$ cat src/rtl/mmc_pkg.sv
// mmc_pkg: shared types for the multi-mode counter game block.
// Counting modes, last-game result codes and the scoring state encoding,
// plus small decode helpers for the counting mode.
package mmc_pkg;

   typedef enum logic [1:0] {
      UP1 = 2'b00,
      UPN = 2'b01,
      DN1 = 2'b10,
      DNN = 2'b11
   } mode_e;

   typedef enum logic [1:0] {
      NONE   = 2'b00,
      LOSER  = 2'b01,
      WINNER = 2'b10
   } who_e;

   typedef enum logic {
      PLAY = 1'b0,
      END  = 1'b1
   } score_state_e;

   // True when the mode counts downwards.
   function automatic logic mode_is_down(input mode_e m);
      return (m == DN1) || (m == DNN);
   endfunction

   // True when the mode uses the large step.
   function automatic logic mode_is_big(input mode_e m);
      return (m == UPN) || (m == DNN);
   endfunction

endpackage

$ cat src/rtl/mmc_score_keeper.sv
// mmc_score_keeper: win/lose score registers, game-over detection and the
// PLAY/END scoring state machine. A score register holding SCORE_MAX
// triggers the game-over cycle on the next edge: gameover is raised, who is
// latched and both scores clear (any simultaneous event is dropped).
// Optional feature macro: MMC_STICKY_GAMEOVER_EN keeps the block in END
// (gameover held high) until a load exits it; otherwise END lasts one cycle.
module mmc_score_keeper
   import mmc_pkg::*;
#(
   parameter int SCORE_MAX = 15,
   parameter int SCORE_W   = $clog2(SCORE_MAX + 1)
) (
   input  logic               clk,
   input  logic               rst,
   input  logic               win_ev_i,
   input  logic               lose_ev_i,
`ifdef MMC_STICKY_GAMEOVER_EN
   input  logic               load_i,
`endif
   output logic [SCORE_W-1:0] winner_cnt_o,
   output logic [SCORE_W-1:0] loser_cnt_o,
   output logic [1:0]         who_o,
   output logic               gameover_o,
   output logic               state_o
);

   localparam logic [SCORE_W-1:0] MAX_S = SCORE_W'(SCORE_MAX);
   localparam logic [SCORE_W-1:0] ONE_S = SCORE_W'(1);

   score_state_e       state_q;
   logic [SCORE_W-1:0] winner_q;
   logic [SCORE_W-1:0] loser_q;
   who_e               who_q;
   logic               gameover_q;

   // Scoring FSM: counts events in PLAY, runs the game-over cycle in END.
   always_ff @(posedge clk) begin
      if (!rst) begin
         state_q    <= PLAY;
         winner_q   <= '0;
         loser_q    <= '0;
         who_q      <= NONE;
         gameover_q <= 1'b0;
      end else begin
         case (state_q)
            PLAY: begin
               if ((winner_q == MAX_S) || (loser_q == MAX_S)) begin
                  state_q    <= END;
                  gameover_q <= 1'b1;
                  who_q      <= (winner_q == MAX_S) ? WINNER : LOSER;
                  winner_q   <= '0;
                  loser_q    <= '0;
               end else begin
                  gameover_q <= 1'b0;
                  if (win_ev_i)  winner_q <= winner_q + ONE_S;
                  if (lose_ev_i) loser_q  <= loser_q + ONE_S;
               end
            end
            END: begin
`ifdef MMC_STICKY_GAMEOVER_EN
               // Counter is frozen here, so no events can arrive.
               if (load_i) begin
                  state_q    <= PLAY;
                  gameover_q <= 1'b0;
               end
`else
               state_q    <= PLAY;
               gameover_q <= 1'b0;
               if (win_ev_i)  winner_q <= winner_q + ONE_S;
               if (lose_ev_i) loser_q  <= loser_q + ONE_S;
`endif
            end
            default: begin
               state_q    <= PLAY;
               gameover_q <= 1'b0;
            end
         endcase
      end
   end

   assign winner_cnt_o = winner_q;
   assign loser_cnt_o  = loser_q;
   assign who_o        = who_q;
   assign gameover_o   = gameover_q;
   assign state_o      = state_q;

endmodule

$ cat src/rtl/mult_mode_counter_gen.sv
// mult_mode_counter_gen: parametrised up/down counter (step 1 or STEP_BIG,
// modulo 2^WIDTH) with load and enable, feeding win/lose events into the
// score keeper. An event fires when a counting step lands on all-ones
// (win) or all-zeros (lose); loads never score.
// Optional feature macro: MMC_STICKY_GAMEOVER_EN freezes the counter while
// the score keeper sits in END; only a load (or reset) releases it.
// dbg_state_o exposes the scoring state (0 PLAY, 1 END).
module mult_mode_counter_gen
   import mmc_pkg::*;
#(
   parameter int WIDTH     = 4,
   parameter int STEP_BIG  = 2,
   parameter int SCORE_MAX = 15,
   parameter int SCORE_W   = $clog2(SCORE_MAX + 1)
) (
   input  logic               clk,
   input  logic               rst,
   input  logic               cnt_en,
   input  logic [1:0]         ctrl,
   input  logic               init_load,
   input  logic [WIDTH-1:0]   init_value,
   output logic [WIDTH-1:0]   counter,
   output logic [SCORE_W-1:0] winner_cnt,
   output logic [SCORE_W-1:0] loser_cnt,
   output logic [1:0]         who,
   output logic               gameover,
   output logic               dbg_state_o
);

   mode_e            mode;
   logic [WIDTH-1:0] step_w;
   logic [WIDTH-1:0] cnt_step;
   logic             frozen;
   logic             counting;
   logic             win_ev;
   logic             lose_ev;
   logic [WIDTH-1:0] counter_q;
   logic [WIDTH-1:0] counter_d;
   logic             state;

   assign mode     = mode_e'(ctrl);
   assign step_w   = mode_is_big(mode) ? WIDTH'(STEP_BIG) : WIDTH'(1);
   assign cnt_step = mode_is_down(mode) ? (counter_q - step_w) : (counter_q + step_w);

`ifdef MMC_STICKY_GAMEOVER_EN
   assign frozen = (state == END);
`else
   assign frozen = 1'b0;
`endif

   assign counting = cnt_en & ~init_load & ~frozen;
   assign win_ev   = counting & (cnt_step == {WIDTH{1'b1}});
   assign lose_ev  = counting & (cnt_step == {WIDTH{1'b0}});

   // Next count: load beats counting, counting beats hold.
   always_comb begin
      counter_d = counter_q;
      if (init_load)     counter_d = init_value;
      else if (counting) counter_d = cnt_step;
   end

   // Counter register with synchronous active-low reset.
   always_ff @(posedge clk) begin
      if (!rst) counter_q <= '0;
      else      counter_q <= counter_d;
   end

   mmc_score_keeper #(
      .SCORE_MAX (SCORE_MAX),
      .SCORE_W   (SCORE_W)
   ) u_score (
      .clk          (clk),
      .rst          (rst),
      .win_ev_i     (win_ev),
      .lose_ev_i    (lose_ev),
`ifdef MMC_STICKY_GAMEOVER_EN
      .load_i       (init_load),
`endif
      .winner_cnt_o (winner_cnt),
      .loser_cnt_o  (loser_cnt),
      .who_o        (who),
      .gameover_o   (gameover),
      .state_o      (state)
   );

   assign counter     = counter_q;
   assign dbg_state_o = state;

endmodule

$ cat config.mk
export PLATFORM = sky130hd
export DESIGN_NAME = mult_mode_counter_gen
export DESIGN_NICKNAME = d
export VERILOG_FILES = /design/src/rtl/mmc_pkg.sv /design/src/rtl/mmc_score_keeper.sv /design/src/rtl/mult_mode_counter_gen.sv
export SDC_FILE = /design/constraint.sdc
export NUM_CORES = 1
export LEC_CHECK = 0
export CORE_ASPECT_RATIO = 0.6
export CORE_MARGIN = 2
export CORE_UTILIZATION = 30
export DETAILED_ROUTE_END_ITERATION = 16
export MAX_ROUTING_LAYER = met4
export SETUP_SLACK_MARGIN = 0.15
export SLEW_MARGIN = 20
export SYNTH_ARGS = -nofsm -noshare
export SYNTH_HDL_FRONTEND = slang
export SYNTH_SLANG_ARGS = --single-unit
$ cat constraint.sdc
create_clock -name clk -period 3.1 [get_ports clk]
set_input_delay 0.93 -clock clk [delete_from_list [all_inputs] [get_ports clk]]
set_output_delay 0.93 -clock clk [all_outputs]
set_load 0.03 [all_outputs]
==> results by group, run 1 <==
Critical path
  • Worst Reg-to-Reg Cells: 8
  • Setup slack, reg-to-reg: 0.90 ns
  • Reg2reg start: counter[0]
  • Top delay family on crit path: simple AND/OR/NAND/NOR gates
  • R2R Path End: u_score.winner_cnt_o[3]
  • CP Buf/Inv Count: 1
  • Startpoint types: input port
  • Kind of critical path: input port to flop
  • Setup crit start: ctrl[1]
  • CP max stage delay: 0.49 ns
  • CP required: 3.28 ns
  • Slowest cell on crit path: clkdlybuf4s50_1
  • Worst-path fanout max: 3
  • Crit-path cells: clkdlybuf4s50_1 > nor2b_4 > fa_1 > nor4bb_2 > nand2_1 > a211oi_2 > mux2i_1
  • Critical Path Sink Type: flop
  • CP arrival: 3.00 ns

Placed design
  • Detailed Place HPWL: 1.754 mm
  • GP Congestion: 0.7765
  • I/O Buffers: 25
  • Post-Place Setup Slack: -0.1291 ns
  • Dpl cells: 173

Yosys
  • Yosys Warn Count: 0
  • Top-count cell post-synth: dfxtp_1
  • Synth Area in Simple Gates: 26.88%
  • Mux cell area share after synthesis: 6.324%
  • Largest area contributor in the synthesized netlist: dfxtp_1
  • Largest family of logic cells by synthesized area: simple AND/OR/NAND/NOR gates
  • Register area share after synthesis: 31.62%
  • Synth Area in Compound Gates: 17.39%
  • Ranking of synthesized cells by area: dfxtp_1 32%, ha_1 6.6%, mux2i_1 6.3%
  • XOR/XNOR Fraction of Synth Area: 3.689%
  • Mapped Area: 949.7 um^2
  • Post-synth ARST share: 0%
  • Post-synth top area share: 31.62%
  • Yosys reg bits: 15
  • Most used DFF post-synth: dfxtp_1
  • Commonest cells in the netlist: 15 x dfxtp_1, 9 x nand2_1, 6 x a21oi_1, 6 x mux2i_1
  • Post-Synth Adder-Cell Area: 8.696%
  • Cell variety after synth: 42
  • Post-synth EDFFs: 0
  • Synth Area per Inst: 8.959 um^2
  • Cells after synthesis: 106
  • Net count after synthesis: 122

Floorplan
  • Num rows: 15
  • Die area: 3646 um^2
  • Area of the core: 2947 um^2
  • I/O Pins: 26
  • Die Wd: 76.64 um
  • Vert. Die Dim: 47.58 um
  • Initial Utilization: 32.23%

Min path
  • Worst hold stages: 2
  • HP Class: flop to flop
  • Min-Delay Endpoint: u_score.loser_cnt_o[2]
  • Worst hold start: u_score.loser_cnt_o[2]

Finish
  • Nets: 152
  • Area Overhead vs Synth: 42.03%
  • Layout Cells excl Fill: 177
  • Layout cells sized above 1: 17.04%
  • Antenna diode count: 0

Timing
  • Tcrit/Tclk final: 90.99%
  • Setup-failing EPs final: 0
  • Final Critical Period: 2.821 ns
  • Worst hold slack: 0.4972 ns
  • Final Hold Viols: 0
  • RSZ-0062 raised after global routing: false
  • Slew Limit Fails: 0
  • Final WS setup: 0.2792 ns
  • Slew @ Worst Pin: 0.4466 ns
  • Final Skew: 0.002681 ns
  • Maximum clock frequency: 0.3545 GHz
  • Worst rel slew slack: 70.23%

Drt
  • Initial drt markers: 30
  • DRC violations left: 0
  • DRT Pass-1 Iters: 4
  • Vias post-DR: 842
  • WL/cell: 12.40 um
  • ANT nets after route: 0
  • Via density: 4.757
  • Routed wire length: 2.194 mm

Clock tree
  • Clock buffer count from CTS: 3
  • Bufs on Longest Clock Path: 2
  • Hold-fix buffers at CTS: 0
  • Postcts setup bufs: 0
  • CTS clk-pin slew, worst paths: 0.06 ns
  • CTS root buffer: clkbuf_8
  • Clock Latency Late Sink: 0.25 ns
  • Clock Sinks: 15
  • Number of H-tree levels: 1
  • CTS tree: yes

Power
  • P_int: 0.3422 mW
  • PwrDens: 360.7 nW/um^2
  • P_sw: 0.1443 mW
  • Pleak: 0.5258 nW
  • Clk pwr share: 33.3%
  • Sw Share: 29.65%
  • Worst vdd ir: 0.1290 mV
  • Gate power share: 24.9%
  • Sequential power share: 41.9%

GRT
  • Initial antenna violation count: 0
  • Largest net degree at the start of global routing: 14
  • Vias in the first global route: 806
  • Grt ovf: 0
  • GRT Util Overall: 13.51%
  • First-pass GRT wire length: 3.546 mm

Run
  • Maxcap violations: 0

Outcome
  • Status: finished, final reports clean
-- per-stage QoR --
step | instance area (um^2) | power, mW | utilization, % | setup TNS, ns
after CTS | 1315 | 0.4912 | 44.63 | 0
after detailed placement | 1257 | 0.3214 | 42.68 | -0.3919
after global routing | 1349 | 0.5118 | 45.77 | 0
final | 1349 | 0.4865 | 45.77 | 0
after global placement | 1257 | 0.3199 | 42.68 | -0.2017
after floorplan | 949.7 | 0.2821 | - | 0
-- tightest hold or removal path, delay by kind of cell, from the launching register on --
family,cells,cell delay [ns]
AND/OR/NAND/NOR,1,0.06
flip-flops,1,0.34
multiplexers,1,0.05
-- cell usage in the layout (no fill, tap or decap), drive strengths merged, types with 4 or more instances in the layout --
| cell type | n |
|---|---|
| inv | 5 |
| nand2b | 4 |
| buf | 5 |
| a21oi | 6 |
| dfxtp | 15 |
| nand3 | 4 |
| clkdlybuf4s50 | 24 |
| nand2 | 9 |
| ha | 5 |
| mux2i | 6 |
| nor2b | 4 |
-- power by group through the flow --
stage / logic [mW] / registers [mW] / clock network (mW)
2_1_floorplan: 0.0654 / 0.217 / 0
3_3_place_gp: 0.112 / 0.208 / 0
3_5_place_dp: 0.113 / 0.208 / 0
4_1_cts: 0.116 / 0.204 / 0.171
5_1_grt: 0.131 / 0.205 / 0.176
6_report: 0.121 / 0.204 / 0.162
-- flip-flops by register name, summed over array words and instances (netlist names) --
name / flops
u_score.winner_cnt_o: 4
u_score.loser_cnt_o: 4
counter: 4
u_score.state_o: 1
u_score.who_o: 2
-- metal layers --
metal,track usage [%],up-vias,part of all wire [%]
li1,-,439,-
met1,15.68,383,53
met2,21.95,16,40
met3,5.472,4,6.1
met4,4.727,0,0.91
met5,-,-,0
-- worst max-delay path by stage --
stage | endpoint | slack (ns) | cells past startpoint
finish | u_score.loser_cnt_o[3] | 0.28 | 7
global placement | u_score.loser_cnt_o[3] | -0.08 | 9
CTS | u_score.winner_cnt_o[3] | 0.16 | 9
detailed placement | u_score.loser_cnt_o[3] | -0.13 | 9
floorplan | u_score.winner_cnt_o[3] | 0.53 | 8
global route | u_score.loser_cnt_o[3] | 0.15 | 7
-- cell families after synthesis --
family | count (synthesis)
AND/OR/NAND/NOR | 41
buffers and inverters | 10
adder cells (fa/ha/maj) | 6
XOR/XNOR | 4
flip-flops | 15
AO/OA/AOI/OAI | 24
multiplexers | 6
-- repair_timing --
action                     4_1_cts  5_1_grt
hold endpoints to repair         0        0
resized for setup                2        9
setup endpoints to repair        1        5
pin swaps                        0        5
gates cloned                     0        0
-- area by class of cell --
cell class	count	area, um^2
clock inverter	1	5.005
fill	297	1598
multi-input combinational	81	640.6
sequential	15	300.3
timing repair buffer	30	290.3
inverter	5	18.77
clock buffer	3	41.29
tap	42	52.55
Note: power is estimated with default switching activity, not from simulation.
==> inputs of run 2 (changes only) <==
CELL_PAD_IN_SITES_DETAIL_PLACEMENT = 1   (was not set)
CELL_PAD_IN_SITES_GLOBAL_PLACEMENT = 1   (was not set)
CORE_MARGIN = 5   (was 2)
PLACE_DENSITY_LB_ADDON = 0.1   (was not set)
==> results by group, run 2 (synthesis results as in run 1) <==
Timing
  • Setup-failing EPs final: 0
  • RSZ-0062 raised after global routing: false
  • Final Skew: 0.005037 ns
  • Final Hold Viols: 0
  • Tcrit/Tclk final: 92.09%
  • Slew @ Worst Pin: 0.3623 ns
  • Maximum clock frequency: 0.3503 GHz
  • Slew Limit Fails: 0
  • Worst rel slew slack: 75.85%
  • Final Critical Period: 2.855 ns

Clock tree
  • CTS tree: yes
  • Bufs on Longest Clock Path: 2
  • Clock buffer count from CTS: 3
  • CTS root buffer: clkbuf_8
  • Clock Latency Late Sink: 0.25 ns
  • CTS clk-pin slew, worst paths: 0.07 ns
  • Number of H-tree levels: 1
  • Clock Sinks: 15

Floorplan
  • Initial Utilization: 32.23%
  • Die Wd: 82.64 um
  • Area of the core: 2947 um^2
  • Vert. Die Dim: 53.58 um
  • Die area: 4428 um^2
  • I/O Pins: 26
  • Num rows: 15

Finish
  • Layout cells sized above 1: 18.44%
  • Area Overhead vs Synth: 45.19%
  • Highest-count cells in the layout ignoring fill and taps: 24 x clkdlybuf4s50_1, 15 x dfxtp_1, 11 x buf_4
  • Antenna diode count: 0
  • Layout fillers: 364
  • Nets: 158
  • Final instance area: 1379 um^2
  • Leading cell type in the layout, fill and taps excluded: clkdlybuf4s50_1

Critical path
  • CP required: 3.29 ns
  • Startpoint types: input port
  • Worst-path fanout max: 3
  • Kind of critical path: input port to flop
  • Critical Path Sink Type: flop
  • CP arrival: 3.04 ns
  • Reg2reg start: counter[0]
  • Setup crit start: ctrl[0]

GRT
  • Largest net degree at the start of global routing: 14
  • Grt ovf: 0
  • First-pass GRT wire length: 4.326 mm
  • GRT Util Overall: 13.88%
  • M2 GR Usage: 20.08%
  • Grt peak-use layer: met2
  • Initial antenna violation count: 0
  • Met1 usage: 18.47%
  • Met3 Usage GRT: 4.013%
  • Vias in the first global route: 933

Placed design
  • I/O Buffers: 25
  • GP Congestion: 0.7021
  • Placed standard-cell area: 1295 um^2
  • Detailed Place HPWL: 2.057 mm

Power
  • Pleak: 0.5411 nW
  • PwrDens: 368.1 nW/um^2
  • Final total power: 0.5076 mW
  • Worst vdd ir: 0.1643 mV

Outcome
  • Status: finished, final reports clean

Run
  • Maxcap violations: 0

Drt
  • ANT nets after route: 0
  • Via density: 5.000
  • DRT Pass-1 Iters: 4
  • DRC violations left: 0
  • Initial drt markers: 11
  • Vias post-DR: 915
  • WL/cell: 14.17 um
  • Routed wire length: 2.594 mm

Min path
  • Worst hold start: u_score.loser_cnt_o[3]
  • HP Class: flop to flop
-- run 2: final cells by class --
class / instances / area [um^2] / share of cell area, %
Multi-Input combinational cell: 81 / 626.9 / 45.46
Timing Repair Buffer: 36 / 331.6 / 24.05
Sequential cell: 15 / 300.3 / 21.78
Tap cell: 42 / 52.55 / 3.811
Clock buffer: 3 / 41.29 / 2.995
Inverter: 5 / 18.77 / 1.361
Clock inverter: 1 / 7.507 / 0.5445
-- run 2: worst paths after layout --
check / endpoint / cells past startpoint / slack (ns)
worst max register to register: u_score.winner_cnt_o[3] / 8 / 0.90
worst max-delay path: u_score.winner_cnt_o[3] / 9 / 0.25
worst min-delay path: u_score.loser_cnt_o[3] / 2 / 0.50
worst min register to register: u_score.loser_cnt_o[3] / 2 / 0.50
-- run 2: worst max-delay path, stage by stage --
cell           delay, ns
dlygate4sd2_1       0.28
inv_1               0.08
ha_2                0.18
inv_1               0.05
fa_1                0.56
and4bb_2            0.27
nand3_1             0.11
or4_1               0.42
a21boi_1            0.14
-- run 2: timing repair --
action | in CTS | in global routing
endpoints found under the setup margin | 5 | 7
pin swaps | 2 | 2
buffers inserted | 1 | 0
gates resized for setup | 5 | 3
hold buffers | 0 | 0
-- run 2: per-stage QoR --
stage	utilization (%)	worst slack, ns	hold slack, ns	cells	setup TNS, ns
after global routing	46.79	0.1518	0.5417	183	0
final	46.79	0.2452	0.4984	183	0
after detailed placement	43.95	-0.2494	0.4850	178	-0.9201
after CTS	46.41	0.1532	0.5043	183	0
after global placement	43.95	-0.1474	0.4685	178	-0.4414
after floorplan	-	0.5312	0.5920	106	0
-- run 2: per-layer routing --
| layer | up-vias | part of all wire (%) | wire, um |
|---|---|---|---|
| met5 | - | 0 | 0 |
| met3 | 5 | 3.5 | 90 |
| li1 | 452 | - | - |
| met2 | 17 | 44 | 1141 |
| met4 | 0 | 0.81 | 21 |
| met1 | 441 | 52 | 1341 |
-- run 2: where the power goes --
part           leakage (nW)  internal (mW)  switching [mW]
Clock                0.0217         0.0905          0.0786
Combinational         0.398         0.0654          0.0695
Sequential            0.122          0.198         0.00599
Total                 0.541          0.354           0.154
